File: src/rtl/stereo_pkg.sv
// Shared frame constants and scheduler state encoding for the stereo pipeline.
package stereo_pkg;

  localparam int unsigned FRAME_W       = 320;
  localparam int unsigned FRAME_H       = 240;
  localparam int unsigned RESULT_ADDR_W = $clog2(FRAME_W * FRAME_H);

  typedef enum logic [1:0] {
    IDLE,
    LOAD,
    START,
    PROCESS
  } sched_state_t;

endpackage

File: src/rtl/stereo_frame_scheduler_if.sv
// Camera, engine, display and result-BRAM signals seen by the frame scheduler.
interface stereo_frame_scheduler_if #(
  parameter int unsigned ADDR_W = 17,
  parameter int unsigned DATA_W = 8
);

  logic              cam_load_req;
  logic              cam_load_done;
  logic              cam_load_grant;
  logic              eng_start;
  logic              eng_done;
  logic              eng_wr_valid;
  logic [ADDR_W-1:0] eng_wr_addr;
  logic [DATA_W-1:0] eng_wr_data;
  logic              disp_rd_req;
  logic [ADDR_W-1:0] disp_rd_addr;
  logic              disp_rd_ack;
  logic              disp_rd_valid;
  logic [DATA_W-1:0] disp_rd_data;
  logic [ADDR_W-1:0] ram_addr;
  logic              ram_we;
  logic [DATA_W-1:0] ram_din;
  logic [DATA_W-1:0] ram_dout;

  modport master (
    input  cam_load_req, cam_load_done, eng_done, eng_wr_valid, eng_wr_addr, eng_wr_data,
           disp_rd_req, disp_rd_addr, ram_dout,
    output cam_load_grant, eng_start, disp_rd_ack, disp_rd_valid, disp_rd_data,
           ram_addr, ram_we, ram_din
  );

  modport slave (
    output cam_load_req, cam_load_done, eng_done, eng_wr_valid, eng_wr_addr, eng_wr_data,
           disp_rd_req, disp_rd_addr, ram_dout,
    input  cam_load_grant, eng_start, disp_rd_ack, disp_rd_valid, disp_rd_data,
           ram_addr, ram_we, ram_din
  );

endinterface

File: src/rtl/result_port_arb.sv
// Single-port result BRAM arbiter: engine writes always win, display reads fill idle slots,
// and a READ_LAT-deep valid pipeline returns registered read data.
module result_port_arb #(
  parameter int unsigned ADDR_W   = 17,
  parameter int unsigned DATA_W   = 8,
  parameter int unsigned READ_LAT = 2
) (
  input  logic              clk,
  input  logic              rst,
  input  logic              wr_valid,
  input  logic [ADDR_W-1:0] wr_addr,
  input  logic [DATA_W-1:0] wr_data,
  input  logic              rd_req,
  input  logic [ADDR_W-1:0] rd_addr,
  output logic              rd_ack,
  output logic              rd_valid,
  output logic [DATA_W-1:0] rd_data,
  output logic [ADDR_W-1:0] ram_addr,
  output logic              ram_we,
  output logic [DATA_W-1:0] ram_din,
  input  logic [DATA_W-1:0] ram_dout
);

  logic              rd_slot;
  // Stage 0 lines up with the address on the BRAM port; stage READ_LAT with valid ram_dout.
  logic [READ_LAT:0] rd_pipe_q;

  assign rd_slot = rd_req & ~wr_valid;
  assign rd_ack  = rd_pipe_q[0];

  always_ff @(posedge clk or posedge rst) begin
    if (rst) begin
      ram_addr  <= '0;
      ram_we    <= 1'b0;
      ram_din   <= '0;
      rd_pipe_q <= '0;
      rd_valid  <= 1'b0;
      rd_data   <= '0;
    end else begin
      ram_we    <= wr_valid;
      rd_pipe_q <= {rd_pipe_q[READ_LAT-1:0], rd_slot};
      rd_valid  <= rd_pipe_q[READ_LAT];
      if (wr_valid) begin
        ram_addr <= wr_addr;
        ram_din  <= wr_data;
      end else if (rd_req) begin
        ram_addr <= rd_addr;
      end
      if (rd_pipe_q[READ_LAT]) begin
        rd_data <= ram_dout;
      end
    end
  end

endmodule

File: src/rtl/stereo_frame_scheduler.sv
// Per-frame sequencer (camera load, one engine pass, idle) plus result BRAM port arbitration.
module stereo_frame_scheduler
  import stereo_pkg::*;
#(
  parameter int unsigned ADDR_W   = RESULT_ADDR_W,
  parameter int unsigned DATA_W   = 8,
  parameter int unsigned READ_LAT = 2
) (
  input  logic                      clk_100mhz,
  input  logic                      sys_rst,
  stereo_frame_scheduler_if.master  bus,
  output logic                      busy,
  output logic [15:0]               frame_count,
  output logic                      protocol_err
);

  sched_state_t state_q, state_d;
  logic         eng_start_q;
  logic [15:0]  frame_count_q;
  logic         protocol_err_q;
  logic         err_now;

  always_comb begin
    state_d = state_q;
    unique case (state_q)
      IDLE:    if (bus.cam_load_req)  state_d = LOAD;
      LOAD:    if (bus.cam_load_done) state_d = START;
      START:                          state_d = PROCESS;
      PROCESS: if (bus.eng_done)      state_d = IDLE;
      default:                        state_d = IDLE;
    endcase
  end

  // Stray handshakes are ignored by the FSM, but stray writes still reach the BRAM.
  assign err_now = (bus.cam_load_done && (state_q != LOAD))
                 || (bus.eng_done && (state_q != PROCESS))
                 || (bus.eng_wr_valid && (state_q != PROCESS));

  always_ff @(posedge clk_100mhz or posedge sys_rst) begin
    if (sys_rst) begin
      state_q        <= IDLE;
      eng_start_q    <= 1'b0;
      frame_count_q  <= '0;
      protocol_err_q <= 1'b0;
    end else begin
      state_q        <= state_d;
      eng_start_q    <= (state_q == START);
      protocol_err_q <= protocol_err_q | err_now;
      if ((state_q == PROCESS) && bus.eng_done) begin
        frame_count_q <= frame_count_q + 16'd1;
      end
    end
  end

  assign bus.cam_load_grant = (state_q == LOAD);
  assign bus.eng_start      = eng_start_q;
  assign busy               = (state_q != IDLE);
  assign frame_count        = frame_count_q;
  assign protocol_err       = protocol_err_q;

  result_port_arb #(
    .ADDR_W   (ADDR_W),
    .DATA_W   (DATA_W),
    .READ_LAT (READ_LAT)
  ) u_arb (
    .clk      (clk_100mhz),
    .rst      (sys_rst),
    .wr_valid (bus.eng_wr_valid),
    .wr_addr  (bus.eng_wr_addr),
    .wr_data  (bus.eng_wr_data),
    .rd_req   (bus.disp_rd_req),
    .rd_addr  (bus.disp_rd_addr),
    .rd_ack   (bus.disp_rd_ack),
    .rd_valid (bus.disp_rd_valid),
    .rd_data  (bus.disp_rd_data),
    .ram_addr (bus.ram_addr),
    .ram_we   (bus.ram_we),
    .ram_din  (bus.ram_din),
    .ram_dout (bus.ram_dout)
  );

endmodule

File: src/flat_wrapper.sv
// flat-port wrapper written by rule: the top's interface ports become plain ports
module stereo_frame_scheduler_flat import stereo_pkg::*;
#(
  parameter int unsigned ADDR_W   = RESULT_ADDR_W,
  parameter int unsigned DATA_W   = 8,
  parameter int unsigned READ_LAT = 2
)
  (clk_100mhz, sys_rst, busy, frame_count, protocol_err, bus_cam_load_req, bus_cam_load_done, bus_eng_done, bus_eng_wr_valid, bus_eng_wr_addr, bus_eng_wr_data, bus_disp_rd_req, bus_disp_rd_addr, bus_ram_dout, bus_cam_load_grant, bus_eng_start, bus_disp_rd_ack, bus_disp_rd_valid, bus_disp_rd_data, bus_ram_addr, bus_ram_we, bus_ram_din);
  stereo_frame_scheduler_if #(.ADDR_W(ADDR_W), .DATA_W(DATA_W)) bus_i ();
  input  logic clk_100mhz;
  input  logic sys_rst;
  output logic busy;
  output logic [15:0] frame_count;
  output logic protocol_err;
  input wire logic [$bits(bus_i.cam_load_req)-1:0] bus_cam_load_req;
  input wire logic [$bits(bus_i.cam_load_done)-1:0] bus_cam_load_done;
  input wire logic [$bits(bus_i.eng_done)-1:0] bus_eng_done;
  input wire logic [$bits(bus_i.eng_wr_valid)-1:0] bus_eng_wr_valid;
  input wire logic [$bits(bus_i.eng_wr_addr)-1:0] bus_eng_wr_addr;
  input wire logic [$bits(bus_i.eng_wr_data)-1:0] bus_eng_wr_data;
  input wire logic [$bits(bus_i.disp_rd_req)-1:0] bus_disp_rd_req;
  input wire logic [$bits(bus_i.disp_rd_addr)-1:0] bus_disp_rd_addr;
  input wire logic [$bits(bus_i.ram_dout)-1:0] bus_ram_dout;
  output wire logic [$bits(bus_i.cam_load_grant)-1:0] bus_cam_load_grant;
  output wire logic [$bits(bus_i.eng_start)-1:0] bus_eng_start;
  output wire logic [$bits(bus_i.disp_rd_ack)-1:0] bus_disp_rd_ack;
  output wire logic [$bits(bus_i.disp_rd_valid)-1:0] bus_disp_rd_valid;
  output wire logic [$bits(bus_i.disp_rd_data)-1:0] bus_disp_rd_data;
  output wire logic [$bits(bus_i.ram_addr)-1:0] bus_ram_addr;
  output wire logic [$bits(bus_i.ram_we)-1:0] bus_ram_we;
  output wire logic [$bits(bus_i.ram_din)-1:0] bus_ram_din;
  assign bus_i.cam_load_req = bus_cam_load_req;
  assign bus_i.cam_load_done = bus_cam_load_done;
  assign bus_i.eng_done = bus_eng_done;
  assign bus_i.eng_wr_valid = bus_eng_wr_valid;
  assign bus_i.eng_wr_addr = bus_eng_wr_addr;
  assign bus_i.eng_wr_data = bus_eng_wr_data;
  assign bus_i.disp_rd_req = bus_disp_rd_req;
  assign bus_i.disp_rd_addr = bus_disp_rd_addr;
  assign bus_i.ram_dout = bus_ram_dout;
  assign bus_cam_load_grant = bus_i.cam_load_grant;
  assign bus_eng_start = bus_i.eng_start;
  assign bus_disp_rd_ack = bus_i.disp_rd_ack;
  assign bus_disp_rd_valid = bus_i.disp_rd_valid;
  assign bus_disp_rd_data = bus_i.disp_rd_data;
  assign bus_ram_addr = bus_i.ram_addr;
  assign bus_ram_we = bus_i.ram_we;
  assign bus_ram_din = bus_i.ram_din;
  stereo_frame_scheduler #(.ADDR_W(ADDR_W), .DATA_W(DATA_W), .READ_LAT(READ_LAT)) u_core (.clk_100mhz(clk_100mhz), .sys_rst(sys_rst), .bus(bus_i), .busy(busy), .frame_count(frame_count), .protocol_err(protocol_err));
endmodule
File: config.mk
export PLATFORM = sky130hd
export DESIGN_NAME = stereo_frame_scheduler_flat
export DESIGN_NICKNAME = d
export VERILOG_FILES = /design/src/rtl/stereo_pkg.sv /design/src/rtl/stereo_frame_scheduler_if.sv /design/src/rtl/result_port_arb.sv /design/src/rtl/stereo_frame_scheduler.sv /design/src/flat_wrapper.sv
export SDC_FILE = /design/constraint.sdc
export NUM_CORES = 1
export LEC_CHECK = 0
export BUFFER_PORTS_ARGS = -buffer_cell sky130_fd_sc_hd__buf_2
export CORE_MARGIN = 4
export CORE_UTILIZATION = 35
export CTS_CLUSTER_SIZE = 20
export DETAILED_ROUTE_END_ITERATION = 8
export PLACE_DENSITY = 0.75
export SYNTH_ARGS = -nofsm -noshare
export SYNTH_HDL_FRONTEND = slang
export SYNTH_HIERARCHICAL = 1
export SYNTH_SLANG_ARGS = --single-unit
File: constraint.sdc
create_clock -name clk_100mhz -period 1.4 [get_ports clk_100mhz]
set_clock_uncertainty 0.1 [all_clocks]
set_input_delay 0.07 -clock clk_100mhz [delete_from_list [all_inputs] [get_ports clk_100mhz]]
set_output_delay 0.07 -clock clk_100mhz [all_outputs]
set_load 0.01 [all_outputs]
==> metrics.txt <==
# TYPE chip_impl_metric gauge
chip_impl_metric{name="placementRows",unit=""} 30
chip_impl_info{name="rsz0062_at_grt",value="yes"} 1
chip_impl_metric{name="worstMarginPinSlew",unit="ns"} 0.531
chip_impl_metric{name="avgRoutedWirePerCell",unit="um"} 14.0
chip_impl_metric{name="die_area",unit="um2"} 8590
chip_impl_metric{name="start_util",unit=""} 0.365
chip_impl_metric{name="dpl.hpwl",unit="mm"} 4.43
chip_impl_metric{name="gr-total-overflow",unit=""} 0
chip_impl_metric{name="htree_num_levels",unit=""} 3
chip_impl_metric{name="cts-buffers-inserted",unit=""} 9
chip_impl_metric{name="diodes",unit=""} 0
chip_impl_info{name="failing_checks",value="hold timing, setup timing"} 1
chip_impl_metric{name="synthesis.instances",unit=""} 200
chip_impl_metric{name="slew_violations",unit=""} 0
chip_impl_metric{name="power.static_leakage",unit="uW"} 0.00215
chip_impl_metric{name="port_buffers",unit=""} 112
chip_impl_metric{name="area_delta_synth_final",unit="%"} 63.7
chip_impl_metric{name="fraction_of_layout_instances_using_a_drive_strength_above_1",unit=""} 0.482
chip_impl_metric{name="core-area",unit="um2"} 6870
chip_impl_metric{name="worst_ep_arrival",unit="ns"} 1.68
chip_impl_metric{name="synth_seq_cells",unit=""} 58
chip_impl_metric{name="grt_antenna_before_repair",unit=""} 0
chip_impl_metric{name="ios",unit=""} 113
chip_impl_info{name="outcome",value="complete, but fails checks"} 1
chip_impl_metric{name="detail_route.wirelength",unit="mm"} 6.87
chip_impl_metric{name="timing.fmax",unit="GHz"} 0.651
chip_impl_metric{name="worstSkewPairLatency",unit="ns"} 0.32
chip_impl_metric{name="filler_instances",unit=""} 570
chip_impl_metric{name="cts.path.max_buffers",unit=""} 2
chip_impl_metric{name="grt_pass1_wl",unit="mm"} 11.1
chip_impl_metric{name="route.detailed.vias_per_inst",unit=""} 4.48
chip_impl_metric{name="syn_nets",unit=""} 264
chip_impl_metric{name="synth_cell_types",unit=""} 29
chip_impl_metric{name="finalHoldViolations",unit=""} 8
chip_impl_info{name="layout_commonest_cell",value="sky130_fd_sc_hd__buf_2"} 1
chip_impl_info{name="cp_slowest_cell",value="sky130_fd_sc_hd__dfrtp_1"} 1
chip_impl_metric{name="power.density",unit="nW/um2"} 1290
chip_impl_metric{name="worstPathMaxFanout",unit=""} 4
chip_impl_metric{name="cap_violations",unit=""} 0
chip_impl_info{name="cts.root.buffer_cell",value="sky130_fd_sc_hd__clkbuf_8"} 1
chip_impl_metric{name="gp_congestion",unit=""} 0.808
chip_impl_info{name="cp_cell_sequence",value="ha_4, buf_4, a222oi_1, buf_4, o21ai_1, o21ai_1"} 1
chip_impl_metric{name="ys.warnings.count",unit=""} 6
chip_impl_metric{name="die_height",unit="um"} 92.7
chip_impl_metric{name="grt_pass1_vias",unit=""} 2407
chip_impl_info{name="tritoncts",value="built"} 1
chip_impl_metric{name="post-route-worst-setup-slack",unit="ns"} -0.137
chip_impl_metric{name="final_cell_count_no_fill",unit=""} 492
chip_impl_metric{name="power.ir.vdd_worst",unit="mV"} 1.03
chip_impl_metric{name="synth.cell_area",unit="um2"} 2510
chip_impl_metric{name="synth_sequential_area_ratio",unit=""} 0.578
chip_impl_metric{name="die_w",unit="um"} 92.7
chip_impl_metric{name="firstDrtPassIters",unit=""} 4
chip_impl_metric{name="hold_slack",unit="ns"} -0.0596
chip_impl_info{name="hold_path.class",value="in2reg"} 1
chip_impl_metric{name="grt_max_degree",unit=""} 39
chip_impl_metric{name="slew-limit-headroom",unit=""} 0.646
chip_impl_metric{name="min_period_over_period",unit=""} 1.10
chip_impl_info{name="final_cell_mix",value="111 x sky130_fd_sc_hd__buf_2, 57 x sky130_fd_sc_hd__dfrtp_1, 46 x sky130_fd_sc_hd__dlygate4sd3_1"} 1
chip_impl_metric{name="drt_drc_violations_left",unit=""} 0
chip_impl_metric{name="route.vias.total",unit=""} 2202
chip_impl_info{name="start_kind",value="register"} 1
chip_impl_metric{name="syn_avg_cell_area",unit="um2"} 12.5
chip_impl_metric{name="layout_min_cycle_time",unit="ns"} 1.54
chip_impl_metric{name="dpl.cell_count",unit=""} 422
chip_impl_metric{name="worst_setup_hold_path_clk_slew",unit="ns"} 0.07
chip_impl_metric{name="power",unit="uW"} 5290
chip_impl_info{name="worstSetupEndpointType",value="register"} 1
chip_impl_metric{name="antenna_left",unit=""} 0
chip_impl_metric{name="cts.sinks",unit=""} 58
chip_impl_metric{name="track_usage",unit=""} 0.167
chip_impl_metric{name="finish.net_count",unit=""} 456
chip_impl_info{name="critPathKind",value="reg2reg"} 1
chip_impl_metric{name="critical_path_required",unit="ns"} 1.54
chip_impl_metric{name="initialDrtViolationCount",unit=""} 38
chip_impl_metric{name="timing.critical_path.slowest_cell_delay",unit="ns"} 0.44
chip_impl_metric{name="timing.final.setup_violations",unit=""} 12
## cells in the mapped netlist
master / instances / area [um2]
sky130_fd_sc_hd__dfrtp_1: 58 / 1450
sky130_fd_sc_hd__nand4_1: 2 / 12.5
sky130_fd_sc_hd__buf_12: 1 / 20.0
sky130_fd_sc_hd__nor2_1: 4 / 15.0
sky130_fd_sc_hd__mux2_2: 12 / 135
sky130_fd_sc_hd__or3_4: 1 / 11.3
sky130_fd_sc_hd__o221ai_1: 1 / 8.76
sky130_fd_sc_hd__nand2_1: 26 / 97.6
sky130_fd_sc_hd__xnor2_1: 11 / 96.3
sky130_fd_sc_hd__xor2_1: 4 / 35.0
sky130_fd_sc_hd__inv_1: 9 / 33.8
sky130_fd_sc_hd__mux2_4: 5 / 75.1
sky130_fd_sc_hd__and4_1: 1 / 8.76
sky130_fd_sc_hd__nand4_2: 1 / 12.5
sky130_fd_sc_hd__nor3_1: 2 / 10.0
sky130_fd_sc_hd__o21ai_2: 1 / 8.76
sky130_fd_sc_hd__and3_1: 2 / 12.5
sky130_fd_sc_hd__o21ai_1: 8 / 40.0
sky130_fd_sc_hd__buf_2: 4 / 20.0
sky130_fd_sc_hd__buf_6: 3 / 33.8
sky130_fd_sc_hd__nor3_2: 1 / 10.0
sky130_fd_sc_hd__mux2i_1: 17 / 170
sky130_fd_sc_hd__nor2b_1: 1 / 6.26
sky130_fd_sc_hd__a222oi_1: 1 / 10.0
sky130_fd_sc_hd__ha_1: 7 / 87.6
sky130_fd_sc_hd__or2_2: 1 / 6.26
sky130_fd_sc_hd__nand3_1: 4 / 20.0
sky130_fd_sc_hd__and2_1: 1 / 6.26
sky130_fd_sc_hd__o21ai_0: 11 / 55.1
## path summary, 6_finish.rpt
path / start / end / slack, ns / cells after the start
setup / recovery: u_core/state_q[1]$_DFFE_PP0P_ / u_core/state_q[0]$_DFFE_PP0P_ / -0.14 / 6
hold / removal: bus_disp_rd_addr[7] / u_core/u_arb/ram_addr[7]$_DFFE_PP0P_ / -0.06 / 3
setup reg to reg: u_core/state_q[1]$_DFFE_PP0P_ / u_core/state_q[0]$_DFFE_PP0P_ / -0.14 / 6
hold reg to reg: u_core/u_arb/rd_pipe_q[1]$_DFF_PP0_ / u_core/u_arb/rd_pipe_q[2]$_DFF_PP0_ / 0.24 / 0
max in group asynchronous: sys_rst / u_core/state_q[0]$_DFFE_PP0P_ / 0.70 / 4
min in group asynchronous: sys_rst / u_core/bus.eng_start$_DFF_PP0_ / 0.06 / 3
## cell families (layout without fill, tap and decap cells)
family | Yosys count | count (layout) | share of synthesized area
flops | 58 | 58 | 0.578
simple gates | 47 | 47 | 0.0912
mux | 34 | 34 | 0.152
compound gates | 22 | 22 | 0.0489
buf+inv | 17 | 213 | 0.0429
xor+xnor | 15 | 15 | 0.0523
fa+ha+maj | 7 | 7 | 0.0349
## per-layer routing
layer	vias to the layer above	part of all wire	track usage
li1	1061	-	-
met1	1051	0.39	0.179
met2	77	0.53	0.316
met3	13	0.063	0.0366
met4	0	0.020	0.0659
met5	-	0	0
## critical path, delay by kind of cell (launching register included)
family / cells / cell delay, ns
DFF: 1 / 0.44
AOI/OAI and AO/OA: 3 / 0.41
buffers and inverters: 2 / 0.32
adders and majority gates: 1 / 0.19
## per-stage QoR
| step | utilization | instance area [um2] | TNS (ns) | worst slack [ns] | hold slack (ns) |
|---|---|---|---|---|---|
| CTS | 0.602 | 4140 | -0.776 | -0.120 | -0.0416 |
| floorplan | - | 2530 | -0.548 | -0.0926 | -0.0662 |
| finish | 0.598 | 4110 | -0.908 | -0.137 | -0.0596 |
| detailed placement | 0.483 | 3320 | -0.707 | -0.168 | -0.162 |
| global route | 0.598 | 4110 | -1.90 | -0.181 | -0.0435 |
| global placement | 0.483 | 3320 | -0.364 | -0.125 | -0.158 |
## registers in the layout, indices dropped and copies added, names as in the netlist
| register | cells |
|---|---|
| u_core/u_arb/ram_addr | 17 |
| u_core/frame_count | 16 |
| u_core/u_arb/ram_din | 8 |
| u_core/u_arb/rd_data | 8 |
| u_core/u_arb/rd_pipe_q | 3 |
| u_core/state_q | 2 |
| u_core/bus.eng_start | 1 |
| u_core/protocol_err | 1 |
| u_core/u_arb/ram_we | 1 |
| u_core/u_arb/rd_valid | 1 |
## final cells by class
type / count / area, um2 / area share
inverters: 9 / 33.8 / 0.00822
clock inverters: 5 / 78.8 / 0.0192
clock buffers: 10 / 138 / 0.0335
flip-flops and latches: 58 / 1450 / 0.354
repair buffers: 189 / 1280 / 0.313
well taps: 96 / 120 / 0.0292
multi-input cells: 125 / 1000 / 0.244
## timing repair
action	in CTS	in global routing
hold buffers	53	3
hold endpoints to repair	94	4
pin swaps	6	6
setup buffers	5	4
resized for setup	12	5
endpoints found under the setup margin	12	27
## power breakdown
| part | switching (uW) | leakage (uW) | total (uW) | internal [uW] |
|---|---|---|---|---|
| Combinational | 690 | 0.00132 | 1580 | 886 |
| Clock | 628 | 0.000112 | 1670 | 1040 |
| Sequential | 158 | 0.000718 | 2050 | 1900 |
(Power assumes the default switching activity.)
